<file path="src/rtl/nd_bb_updown_counter.sv">
// Multi-digit base-BASE up/down counter with clear, validated parallel load,
// wrap/saturate selection, sticky overflow and a zero-latency cascade output.
module nd_bb_updown_counter #(
    parameter int DIGITS   = 4,
    parameter int BASE     = 10,
    parameter int DW       = 4,
    parameter int SATURATE = 0
) (
    input  logic                 clock,
    input  logic                 reset,
    input  logic                 ei,
    input  logic                 up,
    input  logic                 clr,
    input  logic                 ld,
    input  logic [DIGITS*DW-1:0] d,
    output logic [DIGITS*DW-1:0] q,
    output logic                 eu,
    output logic                 ovf,
    output logic                 ld_err
);

    localparam logic [DW-1:0] MAX_DIGIT = DW'(BASE - 1);
    localparam logic [DW:0]   BASE_EXT  = (DW + 1)'(BASE);

    logic [DIGITS*DW-1:0] q_d, q_q;
    logic                 ovf_d, ovf_q;
    logic                 ld_err_d, ld_err_q;

    logic [DW-1:0]        term_digit;
    logic                 at_term;
    logic [DIGITS*DW-1:0] step_val;
    logic                 carry;
    logic [DW-1:0]        cur_digit;
    logic [DIGITS*DW-1:0] load_val;
    logic                 load_bad;
    logic [DW-1:0]        in_digit;

    assign term_digit = up ? MAX_DIGIT : '0;

    always_comb begin
        at_term = 1'b1;
        for (int i = 0; i < DIGITS; i++) begin
            if (q_q[i*DW +: DW] != term_digit) begin
                at_term = 1'b0;
            end
        end
    end

    // Ripple the step through the digits: a digit moves only while every
    // lower digit sits at its terminal value for the current direction.
    always_comb begin
        step_val  = q_q;
        carry     = 1'b1;
        cur_digit = '0;
        for (int i = 0; i < DIGITS; i++) begin
            cur_digit = q_q[i*DW +: DW];
            if (carry) begin
                if (up) begin
                    step_val[i*DW +: DW] = (cur_digit == MAX_DIGIT) ? '0 : cur_digit + 1'b1;
                end else begin
                    step_val[i*DW +: DW] = (cur_digit == '0) ? MAX_DIGIT : cur_digit - 1'b1;
                end
            end
            carry = carry & (cur_digit == term_digit);
        end
    end

    always_comb begin
        load_val = '0;
        load_bad = 1'b0;
        in_digit = '0;
        for (int i = 0; i < DIGITS; i++) begin
            in_digit = d[i*DW +: DW];
            if ({1'b0, in_digit} >= BASE_EXT) begin
                load_bad = 1'b1;
            end else begin
                load_val[i*DW +: DW] = in_digit;
            end
        end
    end

    always_comb begin
        q_d      = q_q;
        ovf_d    = ovf_q;
        ld_err_d = 1'b0;
        if (clr) begin
            q_d   = '0;
            ovf_d = 1'b0;
        end else if (ld) begin
            q_d      = load_val;
            ovf_d    = 1'b0;
            ld_err_d = load_bad;
        end else if (ei) begin
            if (at_term) begin
                ovf_d = 1'b1;
                if (SATURATE == 0) begin
                    q_d = step_val;
                end
            end else begin
                q_d = step_val;
            end
        end
    end

    always_ff @(posedge clock or posedge reset) begin
        if (reset) begin
            q_q      <= '0;
            ovf_q    <= 1'b0;
            ld_err_q <= 1'b0;
        end else begin
            q_q      <= q_d;
            ovf_q    <= ovf_d;
            ld_err_q <= ld_err_d;
        end
    end

    assign q      = q_q;
    assign ovf    = ovf_q;
    assign ld_err = ld_err_q;
    assign eu     = ei & ~clr & ~ld & at_term;

endmodule

</file>
<file path="config.mk">
export PLATFORM = sky130hd
export DESIGN_NAME = nd_bb_updown_counter
export DESIGN_NICKNAME = d
export VERILOG_FILES = /design/src/rtl/nd_bb_updown_counter.sv
export SDC_FILE = /design/constraint.sdc
export NUM_CORES = 1
export LEC_CHECK = 0
export ABC_AREA = 0
export CORE_UTILIZATION = 46
export DETAILED_ROUTE_END_ITERATION = 8
export PLACE_DENSITY_LB_ADDON = 0.08
export SLEW_MARGIN = 30
export SYNTH_ARGS = -nofsm -noshare
export SYNTH_HDL_FRONTEND = slang
export SYNTH_SLANG_ARGS = --single-unit
export TNS_END_PERCENT = 100
</file>
<file path="constraint.sdc">
create_clock -name clock -period 2.1 [get_ports clock]
set_clock_uncertainty 0.15 [all_clocks]
set_input_delay 0.21 -clock clock [delete_from_list [all_inputs] [get_ports clock]]
set_output_delay 0.21 -clock clock [all_outputs]
set_load 0.02 [all_outputs]
</file>
**Word-level counts from Yosys, hierarchy flattened**

Index checks and enable logic that the tools add are counted.

- Memory bits (writable): 0
- Word-level logic and storage cells: 86
- Output and inout port bits: 19
- Memories: 0
- Bits in read-only memories: 0
- Input port bits: 22
- Latch bits: 0
- Register bits after elaboration: 18

- Shift operators: 0
- Div/mod/pow operators: 0
- Bitwise logic cells: 7
- Add/subtract/negate cells: 8
- Magnitude comparators: 4
- Equality and inequality tests: 11
- Muxes and demuxes: 37
- Multipliers: 0
- Reduce and logical (&&, ||, !) cells: 13

Operators with widths:

| operator | number |
|---|---|
| $mux W4 | 20 |
| $mux W16 | 3 |
| $add A4 B1 Y4 const B | 4 |
| $eq A4 B4 Y1 const B | 4 |
| $ge A4 B4 Y1 const B | 4 |
| $logic_not A4 Y1 | 4 |
| $ne A4 B4 Y1 | 4 |
| $sub A4 B1 Y4 const B | 4 |
| $reduce_bool A3 Y1 | 5 |
| $mux W1 | 14 |
| $eq A4 B4 Y1 | 3 |
| $reduce_and A2 Y1 | 4 |
| $and A1 B1 Y1 | 5 |
| $not A1 Y1 | 2 |

**Depth between registers and ports, before layout**

Gate-level depths: netlist of the first run.

- Word-level depth: 10
- Mapped depth: 8

**Worst setup path before layout of the first run**

Ideal clock, no wire load.

- Path kind: input to register
- Start point: input up
- End point: register q_q[15] (netlist: q[15])
- Data arrival time: 1,916 ps
- Library setup time: 125 ps
- Slack: -91 ps
- Stages on the path: 7
- Cells stage by stage: buf_2 > buf_2 > inv_1 > ha_1 > nor4_1 > a41o_2 > mux2_2

- Longest elaborated chain between the ends: 6
- Elaborated cells on any way between the ends: 13
- Those cells by class: 3 x eq/ne; 6 x mux; 2 x bitwise; 2 x reduce/logical

Ends and longest elaborated chain:

| element | line | text |
|---|---|---|
| start, declared | 12 | `input logic up,` |
| $mux W4 | 38 | `assign term_digit = up ? MAX_DIGIT : '0;` |
| $eq A4 B4 Y1 | 64 | `carry = carry & (cur_digit == term_digit);` |
| $and A1 B1 Y1 (2 in a row) | 64 |  |
| $reduce_bool A3 Y1 (no line) | -- |  |
| $reduce_and A2 Y1 (no line) | -- |  |
| end signal, assigned | 111 | `q_q <= q_d;` |
| end, declared | 25 | `logic [DIGITS*DW-1:0] q_d, q_q;` |

Parallel ways exist; a longest one is shown, timed or not. The select of a mux whose other input is x is not followed.
A chain may end at the register's enable or synchronous reset.

**Worst setup path in the final report of the first run**

- Start point: register q_q[8] (netlist: q[8])
- End point: output eu

- Longest elaborated chain between the ends: 4

Ends and longest elaborated chain:

| element | line | text |
|---|---|---|
| $ne A4 B4 Y1 | 43 | `if (q_q[i*DW +: DW] != term_digit) begin` |
| $mux W1 (2 in a row) | 43 |  |
| $and A1 B1 Y1 | 120 | `assign eu = ei & ~clr & ~ld & at_term;` |
| end, declared | 17 | `output logic eu,` |

Every way passes these cells.

==> run summary, run 1 <==
Synth top area share: 24.0%
Kind of critical path: flop to output port
Vias in the first global route: 1825
Failing checks: negative setup slack
Fin crit share: 107%
Fraction of registers with async set or reset after synthesis: 100%
Netlist cell types: 53
Die area: 4350 µm²
H-tree depth: 1
LEAKAGE: 1.10 nW
Final WS setup: -155 ps
GPL Wtd Cong: 0.908
Crit path capture type: output port
Synth top area cells: dfrtp_1 24%, ha_1 9.3%, o21ai_0 5.9%, a21oi_1 5.1%, nor2_1 3.8%
Number of I/O pins: 41
Flops & latches, synth: 18
Final setup viols: 1
Clock tree from TritonCTS: done
Core box area: 3800 µm²
DRT iter0 DRCs: 134
Worst VDD drop: 0.000337 V
EDFF count, synth: 0
Max clock buf depth: 2
Final HPWL DP: 3.87 mm
Cells after Synth: 242
Overflow after GRT: 0
Max Clk Rate: 444 MHz
Commonest non-fill, non-tap cell in the layout: buf_4
Syn-to-layout area delta: 39.5%
Initial antenna violation count: 0
Die Ht: 65.9 µm
Drc violations: 0
Normalized max-slew margin: 70.8%
Port Buffers: 40
PwrDens: 488 nW/µm²
GRT Util Overall: 25.5%
DR WL/cell: 14.5 µm
Final max-slew violation count: 0
Most frequent cells in the layout: 39 x buf_4, 38 x clkdlybuf4s50_1, 22 x o21ai_0, 19 x nor2_1
RSZ-0062 raised after global routing: yes
Finished Core Util: 69.1%
Status: finished with violations
Root Buffer: clkbuf_8
Crit start category: flop
Global-route wire length before repair: 8.54 mm
Largest area contributor in the netlist: dfrtp_1
# fillers: 350
Synthesized net count: 278
Warnings, synthesis: 0
Std-Cell Rows: 22
Routed Antenna Nets: 0
Worst slew pin tran: 433 ps
Layout cells sized above 1: 19.5%
Hold crit path type: input port to async pin
Clk_lat worst skew: 260 ps
DRT Wirelength: 5.17 mm
Hold Buf Count CTS: 0
Final Hold Viols: 0
Syn_area_per_cell: 7.77 µm²
Max-Cap Viols: 0
Clock sinks: 18
Top FF cell, synth: dfrtp_1
Min Clock Period, post-route: 2250 ps
Pre-CTS setup slack: -645 ps
Nets: 344
Total number of vias: 2051
Initial core utilization: 49.5%
Largest net degree at the start of global routing: 22
Chip width: 65.9 µm
Ant diodes: 0
Vias/cell: 5.78
Arr. time, crit path: 1890 ps
Drt pass-1 iters: 4
Worst EP required: 1740 ps
Seq/Total Area, Yosys: 24.0%
Clock buffer count from CTS: 3
CTS clk-pin slew, worst paths: 80 ps
Netlist Area Pre-Place: 1880 µm²
Crit-path max FO: 2
logic make-up (layout without fill, tap and decap cells):
logic type / count (synthesis) / in the layout / synth area share, %
flops: 18 / 18 / 24.0
mux: 7 / 7 / 3.93
xor+xnor: 5 / 5 / 2.33
fa+ha+maj: 14 / 14 / 9.31
simple gates: 86 / 86 / 23.8
compound gates: 82 / 82 / 29.9
buf+inv: 30 / 95 / 6.79
worst paths after layout:
kind                        from    end  slack (ps)  cells after the start
max reg2reg                 q[8]  q[15]          70                      5
min in group clock           ovf    ovf         330                      1
min                        reset  q[14]         120                      3
max                         q[8]     eu        -150                      5
max in group asynchronous  reset   q[0]        1460                      3
min reg2reg                  ovf    ovf         330                      1
area by class of cell:
class,count,area [µm²],share of cell area [%]
Inverter,13,48.8,1.86
Multi-Input combinational cell,194,1340,50.9
Sequential cell,18,452,17.2
Timing Repair Buffer,78,682,26.0
Clock buffer,4,45.0,1.72
Tap cell,48,60.1,2.29
metrics by stage:
step | setup TNS, ps | hold slack (ps) | instances | power (mW) | instance area [µm²]
2_1_floorplan | 0 | -1.50 | 242 | 0.753 | 1890
3_3_place_gp | -2380 | 311 | 350 | 0.997 | 2550
3_5_place_dp | -2580 | 321 | 350 | 1.01 | 2550
4_1_cts | -191 | 129 | 355 | 1.28 | 2600
5_1_grt | -260 | 171 | 355 | 1.36 | 2620
6_report | -155 | 121 | 355 | 1.28 | 2620
power breakdown:
part | switching [mW] | total, mW | internal, mW | leakage [nW]
registers | 0.0200 | 0.395 | 0.375 | 0.236
clock network | 0.128 | 0.264 | 0.135 | 0.0228
logic | 0.322 | 0.622 | 0.300 | 0.841
total | 0.470 | 1.28 | 0.811 | 1.10
critical path, cell delays in order, from the launching register on:
cell	delay, ps
dfrtp_1	380
or4_4	550
o22ai_4	120
nand4_1	140
a211oi_2	250
buf_4	190
flip-flops by register name (all words and copies together), names as in the netlist:
| register | flops |
|---|---|
| ovf | 1 |
| ld_err | 1 |
| q | 16 |
what timing repair did:
action                                 CTS  global route
pin swaps                                3             3
gates resized for setup                  7             8
buffers inserted                         1             0
setup endpoints to repair                2             4
endpoints found under the hold margin    0             0
layer usage:
layer / global-route usage, % / share of wire, % / up-vias
li1: - / - / 1025
met1: 36.6 / 46 / 971
met2: 40.2 / 48 / 49
met3: 2.76 / 4.6 / 6
met4: 7.18 / 0.91 / 0
met5: 0 / 0 / -
cell usage after synthesis (2+ instances only):
cell,count
a2111oi_0,6
a211oi_1,4
a21o_1,3
a21oi_1,19
a221oi_1,3
a311oi_1,2
a31oi_1,4
a32o_1,2
and2_1,2
buf_2,6
clkbuf_1,10
dfrtp_1,18
ha_1,14
inv_1,13
mux2_2,3
mux2i_1,4
nand2_1,18
nand2b_1,9
nand3_1,10
nand3b_1,4
nor2_1,19
nor2b_1,3
nor3_1,8
nor3b_1,2
nor4b_1,2
o21ai_0,22
o21bai_1,2
o31ai_1,2
xnor2_1,3
xor2_1,2
No activity file was read; power rests on OpenSTA's default activity.
==> run 2: changes to the inputs <==
--- a/config.mk
+++ b/config.mk
@@ -5,7 +5,8 @@
 export SDC_FILE = /design/constraint.sdc
 export NUM_CORES = 1
 export LEC_CHECK = 0
-export ABC_AREA = 0
+export ABC_AREA = 1
+export ABC_CLOCK_PERIOD_IN_PS = 2100
 export CORE_UTILIZATION = 46
 export DETAILED_ROUTE_END_ITERATION = 8
 export PLACE_DENSITY_LB_ADDON = 0.08
==> run 2 against run 1 <==
The run now ends clean. Die area fell by 2.7%. Synthesized cell count up 15%. First-iteration DRC count down 8.2%. Largest power group unchanged. Final cell count grew 11%. Hold slack gained 4.8 ps. Count of clock-buffer cells in the layout shrank 1.
==> run summary, run 2 <==
Status: complete, no violations (was finished with violations)
Final non-filler cell total: 394 (was 355)
Final Hold Viols: 0 (unchanged)
Netlist Area Pre-Place: 1830 µm² (was 1880 µm²)
Crit-path max FO: 2 (unchanged)
Initial core utilization: 48.8% (was 49.5%)
Normalized max-slew margin: 71.3% (was 70.8%)
DRT iter0 DRCs: 123 (was 134)
Synthesized net count: 314 (was 278)
Final setup viols: 0 (was 1)
Final HPWL DP: 3.96 mm (was 3.87 mm)
Pre-CTS setup slack: -442 ps (was -645 ps)
Die Ht: 65.0 µm (was 65.9 µm)
EDFF count, synth: 0 (unchanged)
Most used cell, CP: nor2_1
Clock buffer count from CTS: 3 (unchanged)
Core box area: 3740 µm² (was 3800 µm²)
Cells after Synth: 278 (was 242)
GRT Util Overall: 25.8% (was 25.5%)
Fraction of registers with async set or reset after synthesis: 100% (unchanged)
CTS clk-pin slew, worst paths: 70 ps (was 80 ps)
Crit start category: flop (unchanged)
Top FF cell, synth: dfrtp_1 (unchanged)
PwrDens: 507 nW/µm² (was 488 nW/µm²)
Total chip power: 1.28 mW (about the same)
Final WS setup: 167 ps (was -155 ps)
Most common cell in the netlist: nand2_1 (was o21ai_0)
Synth top area cells: dfrtp_1 25%, nand3_1 14%, nand2_1 13%, ha_1 9.6%, inv_1 4.5% (was dfrtp_1 24%, ha_1 9.3%, o21ai_0 5.9%, a21oi_1 5.1%, nor2_1 3.8%)
Largest register FFs: 16 (unchanged)
CP peak stage delay: 380 ps (was 550 ps)
Crit path capture type: output port (unchanged)
Final max-slew violation count: 0 (unchanged)
Max-Cap Viols: 0 (unchanged)
Crit-path leading delay family: simple AND/OR/NAND/NOR gates (unchanged)
Netlist cell types: 31 (was 53)
# fillers: 366 (was 350)
Overflow after GRT: 0 (unchanged)
Kind of critical path: flop to output port (unchanged)
Die area: 4230 µm² (was 4350 µm²)
Most frequent cells in the layout: 65 x nand2_1, 51 x nand3_1, 38 x clkdlybuf4s50_1, 35 x buf_4, 22 x inv_1 (was 39 x buf_4, 38 x clkdlybuf4s50_1, 22 x o21ai_0, 19 x nor2_1)
Syn-to-layout area delta: 38.1% (was 39.5%)
Post-DP Area: 2480 µm² (was 2550 µm²)
Layout cells sized above 1: 17.3% (was 19.5%)
Syn_area_per_cell: 6.58 µm² (was 7.77 µm²)
Hold crit path type: input port to async pin (unchanged)
Routed Antenna Nets: 0 (unchanged)
Max Clk Rate: 517 MHz (was 444 MHz)
Largest area contributor in the netlist: dfrtp_1 (unchanged)
Worst EP required: 1740 ps (about the same)
Std-Cell Rows: 22 (unchanged)
GPL Wtd Cong: 0.892 (was 0.908)
Design area: 2520 µm² (was 2620 µm²)
Vias in the first global route: 1932 (was 1825)
Crit path buf inv count: 2 (was 1)
Clock sinks: 18 (unchanged)
Crit-path cells: inv_1 > ha_1 > nor2_1 > nand3_1 > nor2_2 > nand2_1 > nor2_1 > buf_4 (was or4_4 > o22ai_4 > nand4_1 > a211oi_2 > buf_4)
Ant diodes: 0 (unchanged)
RSZ-0062 raised after global routing: no (was yes)
Port Buffers: 40 (unchanged)
Clock tree from TritonCTS: done (unchanged)
H-tree depth: 1 (unchanged)
Chip width: 65.0 µm (was 65.9 µm)
Vias/cell: 5.29 (was 5.78)
DR WL/cell: 12.7 µm (was 14.5 µm)
Min Clock Period, post-route: 1930 ps (was 2250 ps)
Nets: 384 (was 344)
Hold Buf Count CTS: 0 (unchanged)
Drc violations: 0 (unchanged)
Commonest non-fill, non-tap cell in the layout: nand2_1 (was buf_4)
Number of I/O pins: 41 (unchanged)
Worst slew pin tran: 426 ps (was 433 ps)
Placed Instances: 391 (was 350)
Synth top area share: 24.6% (was 24.0%)
Seq/Total Area, Yosys: 24.6% (was 24.0%)
Fin crit share: 92.1% (was 107%)
Largest net degree at the start of global routing: 19 (was 22)
Drt pass-1 iters: 4 (unchanged)
Synth top cells by count: 65 x nand2_1, 51 x nand3_1, 22 x inv_1 (was 22 x o21ai_0, 19 x a21oi_1, 19 x nor2_1)
Max clock buf depth: 2 (unchanged)
Initial antenna violation count: 0 (unchanged)
Root Buffer: clkbuf_8 (unchanged)
Global-route wire length before repair: 8.44 mm (was 8.54 mm)
Arr. time, crit path: 1570 ps (was 1890 ps)
Warnings, synthesis: 0 (unchanged)
Clk_lat worst skew: 250 ps (was 260 ps)
Slowest cell on crit path: dfrtp_1 (was or4_4)
DRT Wirelength: 5.01 mm (was 5.17 mm)
LEAKAGE: 1.25 nW (was 1.10 nW)
Total number of vias: 2083 (was 2051)
Flops & latches, synth: 18 (unchanged)
Worst VDD drop: 0.000337 V (about the same)
-- run 2: layer usage --
layer | up-vias | GRT usage, % | share of wire [%]
met5 | - | 0 | 0
met4 | 0 | 7.88 | 0.94
met3 | 4 | 1.58 | 4.9
met2 | 66 | 46.0 | 49
met1 | 931 | 33.2 | 45
li1 | 1082 | - | -
-- run 2: logic make-up (layout without fill, tap and decap cells) --
| family | count (synthesis) | after routing | share of synthesized area (%) |
|---|---|---|---|
| AOI/OAI and AO/OA | 50 | 50 | 15.7 |
| xor gates and xnor gates | 5 | 5 | 2.40 |
| adders and majority gates | 14 | 14 | 9.58 |
| buffers and inverters | 42 | 110 | 10.1 |
| DFF | 18 | 18 | 24.6 |
| and+or+nand+nor | 149 | 149 | 37.6 |
-- run 2: worst min-delay path, stage by stage --
cell             delay (ps)
clkdlybuf4s50_1         390
inv_1                    50
buf_4                   250
-- run 2: stage by stage --
step                      util [%]  TNS (ps)  hold WS (ps)
after global routing          67.4         0           167
final                         67.4         0           126
after CTS                     67.4         0           136
after floorplan                  -         0         -1.43
after global placement        66.3      -428           351
after detailed placement      66.3      -443           340
-- run 2: final cells by class --
| type | instances | area (µm²) | area share (%) |
|---|---|---|---|
| timing repair buffer | 74 | 656 | 26.0 |
| tap | 48 | 60.1 | 2.38 |
| clock buffer | 3 | 41.3 | 1.64 |
| inverter | 33 | 125 | 4.96 |
| multi-input combinational | 218 | 1190 | 47.2 |
| sequential | 18 | 450 | 17.8 |
-- run 2: path summary, 6_finish.rpt --
kind                            startpoint  cells past startpoint    end  slack (ps)
min in group clock                     ovf                      2    ovf         360
max in group asynchronous            reset                      3   q[2]        1470
worst max-delay path                  q[4]                      8     eu         170
worst min register to register         ovf                      2    ovf         360
worst max register to register       q[13]                     10  q[13]         360
worst min-delay path                 reset                      3  q[14]         130
-- run 2: what timing repair did --
action / 4_1_cts / 5_1_grt
cloned: 0 / 0
setup endpoints to repair: 1 / 1
resized for setup: 5 / 1
setup buffers: 0 / 0
hold endpoints to repair: 0 / 0
-- run 2: power breakdown --
group	total [mW]	switching [mW]	internal (mW)	leakage (nW)
combinational	0.622	0.340	0.282	0.994
sequential	0.410	0.0321	0.378	0.237
clock	0.247	0.119	0.128	0.0216
total	1.28	0.492	0.788	1.25
==> run 3: changes to the inputs <==
--- a/config.mk
+++ b/config.mk
@@ -7,6 +7,7 @@
 export LEC_CHECK = 0
 export ABC_AREA = 1
 export ABC_CLOCK_PERIOD_IN_PS = 2100
+export CORE_ASPECT_RATIO = 0.9
 export CORE_UTILIZATION = 46
 export DETAILED_ROUTE_END_ITERATION = 8
 export PLACE_DENSITY_LB_ADDON = 0.08
==> run 3 against run 2 <==
Count of clock-buffer cells in the layout stayed put. Combinational power hardly changed. Sequential power is 1% higher. Via count is 0.53% lower. First-iteration DRC count is 5.7% higher. Critical endpoint unchanged. Worst setup slack worse by 59 ps. Clock power is 2% higher. Critical path depth stayed put. Routed wire length is 0.96% higher. Register-to-register slack worse by 30 ps. Global-route usage is 0.81 points higher. Sequential share of layout area is 0.098 points higher.
==> run summary, run 3 (same netlist as run 2, synthesis figures left out) <==
Root Buffer: clkbuf_8 (unchanged)
Vias/cell: 5.30 (was 5.29)
Std-Cell Rows: 21 (was 22)
Max Clk Rate: 502 MHz (was 517 MHz)
GRT Util Overall: 26.7% (was 25.8%)
Chip width: 68.5 µm (was 65.0 µm)
Drt pass-1 iters: 4 (unchanged)
Die Ht: 61.8 µm (was 65.0 µm)
Slowest cell on crit path: dfrtp_1 (unchanged)
Final setup viols: 0 (unchanged)
DRT iter0 DRCs: 130 (was 123)
GR Util met3: 5.29% (was 1.58%)
Min Clock Period, post-route: 1990 ps (was 1930 ps)
Placed Instances: 387 (was 391)
Final non-filler cell total: 391 (was 394)
Met2 Usage GRT: 45.8% (was 46.0%)
Crit path capture type: output port (unchanged)
Routed Antenna Nets: 0 (unchanged)
Design area: 2510 µm² (was 2520 µm²)
RSZ-0062 raised after global routing: no (unchanged)
Fin crit share: 94.9% (was 92.1%)
Global-route wire length before repair: 8.50 mm (was 8.44 mm)
Final WS setup: 107 ps (was 167 ps)
PwrDens: 513 nW/µm² (was 507 nW/µm²)
Clock buffer count from CTS: 3 (unchanged)
# fillers: 346 (was 366)
H-tree depth: 1 (unchanged)
Clk_lat worst skew: 250 ps (about the same)
Final max-slew violation count: 0 (unchanged)
Syn-to-layout area delta: 37.4% (was 38.1%)
Drc violations: 0 (unchanged)
Max clock buf depth: 2 (unchanged)
Nets: 383 (was 384)
DR WL/cell: 12.9 µm (was 12.7 µm)
Kind of critical path: flop to output port (unchanged)
Max-Cap Viols: 0 (unchanged)
Largest net degree at the start of global routing: 19 (unchanged)
DRT Wirelength: 5.06 mm (was 5.01 mm)
Commonest non-fill, non-tap cell in the layout: nand2_1 (unchanged)
Worst slew pin tran: 484 ps (was 426 ps)
Hold Buf Count CTS: 0 (unchanged)
Initial antenna violation count: 0 (unchanged)
Worst EP required: 1740 ps (about the same)
Ant diodes: 0 (unchanged)
Final Hold Viols: 0 (unchanged)
Final HPWL DP: 3.96 mm (about the same)
GR Util met1: 35.1% (was 33.2%)
Crit-path cells: inv_2 > ha_1 > nor2_1 > nand3_1 > nor2_2 > nand2_1 > nor2_1 > buf_4 (was inv_1 > ha_1 > nor2_1 > nand3_1 > nor2_2 > nand2_1 > nor2_1 > buf_4)
Crit start category: flop (unchanged)
Reg2reg setup slack: 330 ps (was 360 ps)
Hold crit path type: input port to async pin (unchanged)
Core box area: 3760 µm² (was 3740 µm²)
Overflow after GRT: 0 (unchanged)
Clock tree from TritonCTS: done (unchanged)
Worst reg-to-reg path cell count: 9 (was 10)
Layout cells sized above 1: 17.4% (was 17.3%)
Crit-path max FO: 2 (unchanged)
Post-DP Area: 2470 µm² (was 2480 µm²)
Worst VDD drop: 0.000361 V (was 0.000337 V)
GPL Wtd Cong: 0.873 (was 0.892)
Die area: 4230 µm² (about the same)
Worst R2R Start: q[4] (was q[13])
Port Buffers: 40 (unchanged)
CTS clk-pin slew, worst paths: 70 ps (about the same)
Critical R2R Capture: q[8] (was q[13])
CP peak stage delay: 370 ps (was 380 ps)
Clock sinks: 18 (unchanged)
Total number of vias: 2072 (was 2083)
LEAKAGE: 1.24 nW (was 1.25 nW)
Pre-CTS setup slack: -444 ps (was -442 ps)
Status: complete, no violations (unchanged)
Most used routing layer in global routing: met2 (unchanged)
Most used cell, CP: nor2_1 (unchanged)
Normalized max-slew margin: 67.4% (was 71.3%)
Number of I/O pins: 41 (unchanged)
Arr. time, crit path: 1630 ps (was 1570 ps)
Initial core utilization: 48.7% (was 48.8%)
Most frequent cells in the layout: 65 x nand2_1, 51 x nand3_1, 38 x clkdlybuf4s50_1, 34 x buf_4, 21 x inv_1 (was 65 x nand2_1, 51 x nand3_1, 38 x clkdlybuf4s50_1, 35 x buf_4, 22 x inv_1)
Largest register FFs: 16 (unchanged)
Vias in the first global route: 1902 (was 1932)
Finished Core Util: 66.8% (was 67.4%)
## run 3: cell types whose count changed in the layout (fill, tap and decap cells not counted)
| cell | change |
|---|---|
| dlygate4sd2_1 | +1 |
| inv_2 | +1 |
| dlymetal6s2s_1 | -1 |
| buf_4 | -1 |
| inv_1 | -1 |
## run 3: how the worst max path moves through the flow
stage	start	endpoint	slack (ps)	cells past startpoint
6_report	q[4]	eu	110	8
5_1_grt	q[4]	eu	7	8
4_1_cts	q[4]	eu	110	8
3_5_place_dp	up	eu	-440	9
3_3_place_gp	up	eu	-430	9
2_1_floorplan	q[4]	eu	180	7
## run 3: repair_timing
action	in CTS	in global routing
resized for setup	6	1
pin swaps	0	2
setup buffers	0	1
endpoints found under the setup margin	1	1
## run 3: layer usage
layer | vias up | wire length [µm]
li1 | 1072 | -
met1 | 934 | 2380
met2 | 60 | 2320
met3 | 6 | 295
met4 | 0 | 58
met5 | - | 0
## run 3: metrics by stage
step / hold slack (ps) / setup TNS [ps] / power [mW]
5_1_grt: 185 / 0 / 1.39
3_5_place_dp: 350 / -444 / 1.03
3_3_place_gp: 348 / -428 / 1.03
6_report: 119 / 0 / 1.29
4_1_cts: 130 / 0 / 1.29
2_1_floorplan: -1.43 / 0 / 0.779
## run 3: power breakdown
part           internal, mW  switching (mW)
Clock                 0.128           0.125
Combinational         0.281           0.339
Sequential            0.378          0.0363
Total                 0.787           0.500
## run 3: critical path: cells and delay by family (launching register included)
family,cells,cell delay (ps)
adder cells (fa/ha/maj),1,260
AND/OR/NAND/NOR,5,550
flip-flops,1,370
buffers and inverters,2,200
## run 3: layout make-up
type                       instances  area (µm²)  share of cell area, %
clock buffer                       3        41.3                   1.64
inverter                          33         125                   4.98
multi-input combinational        218        1190                   47.5
sequential                        18         450                   17.9
tap                               46        57.6                   2.29
timing repair buffer              73         644                   25.7
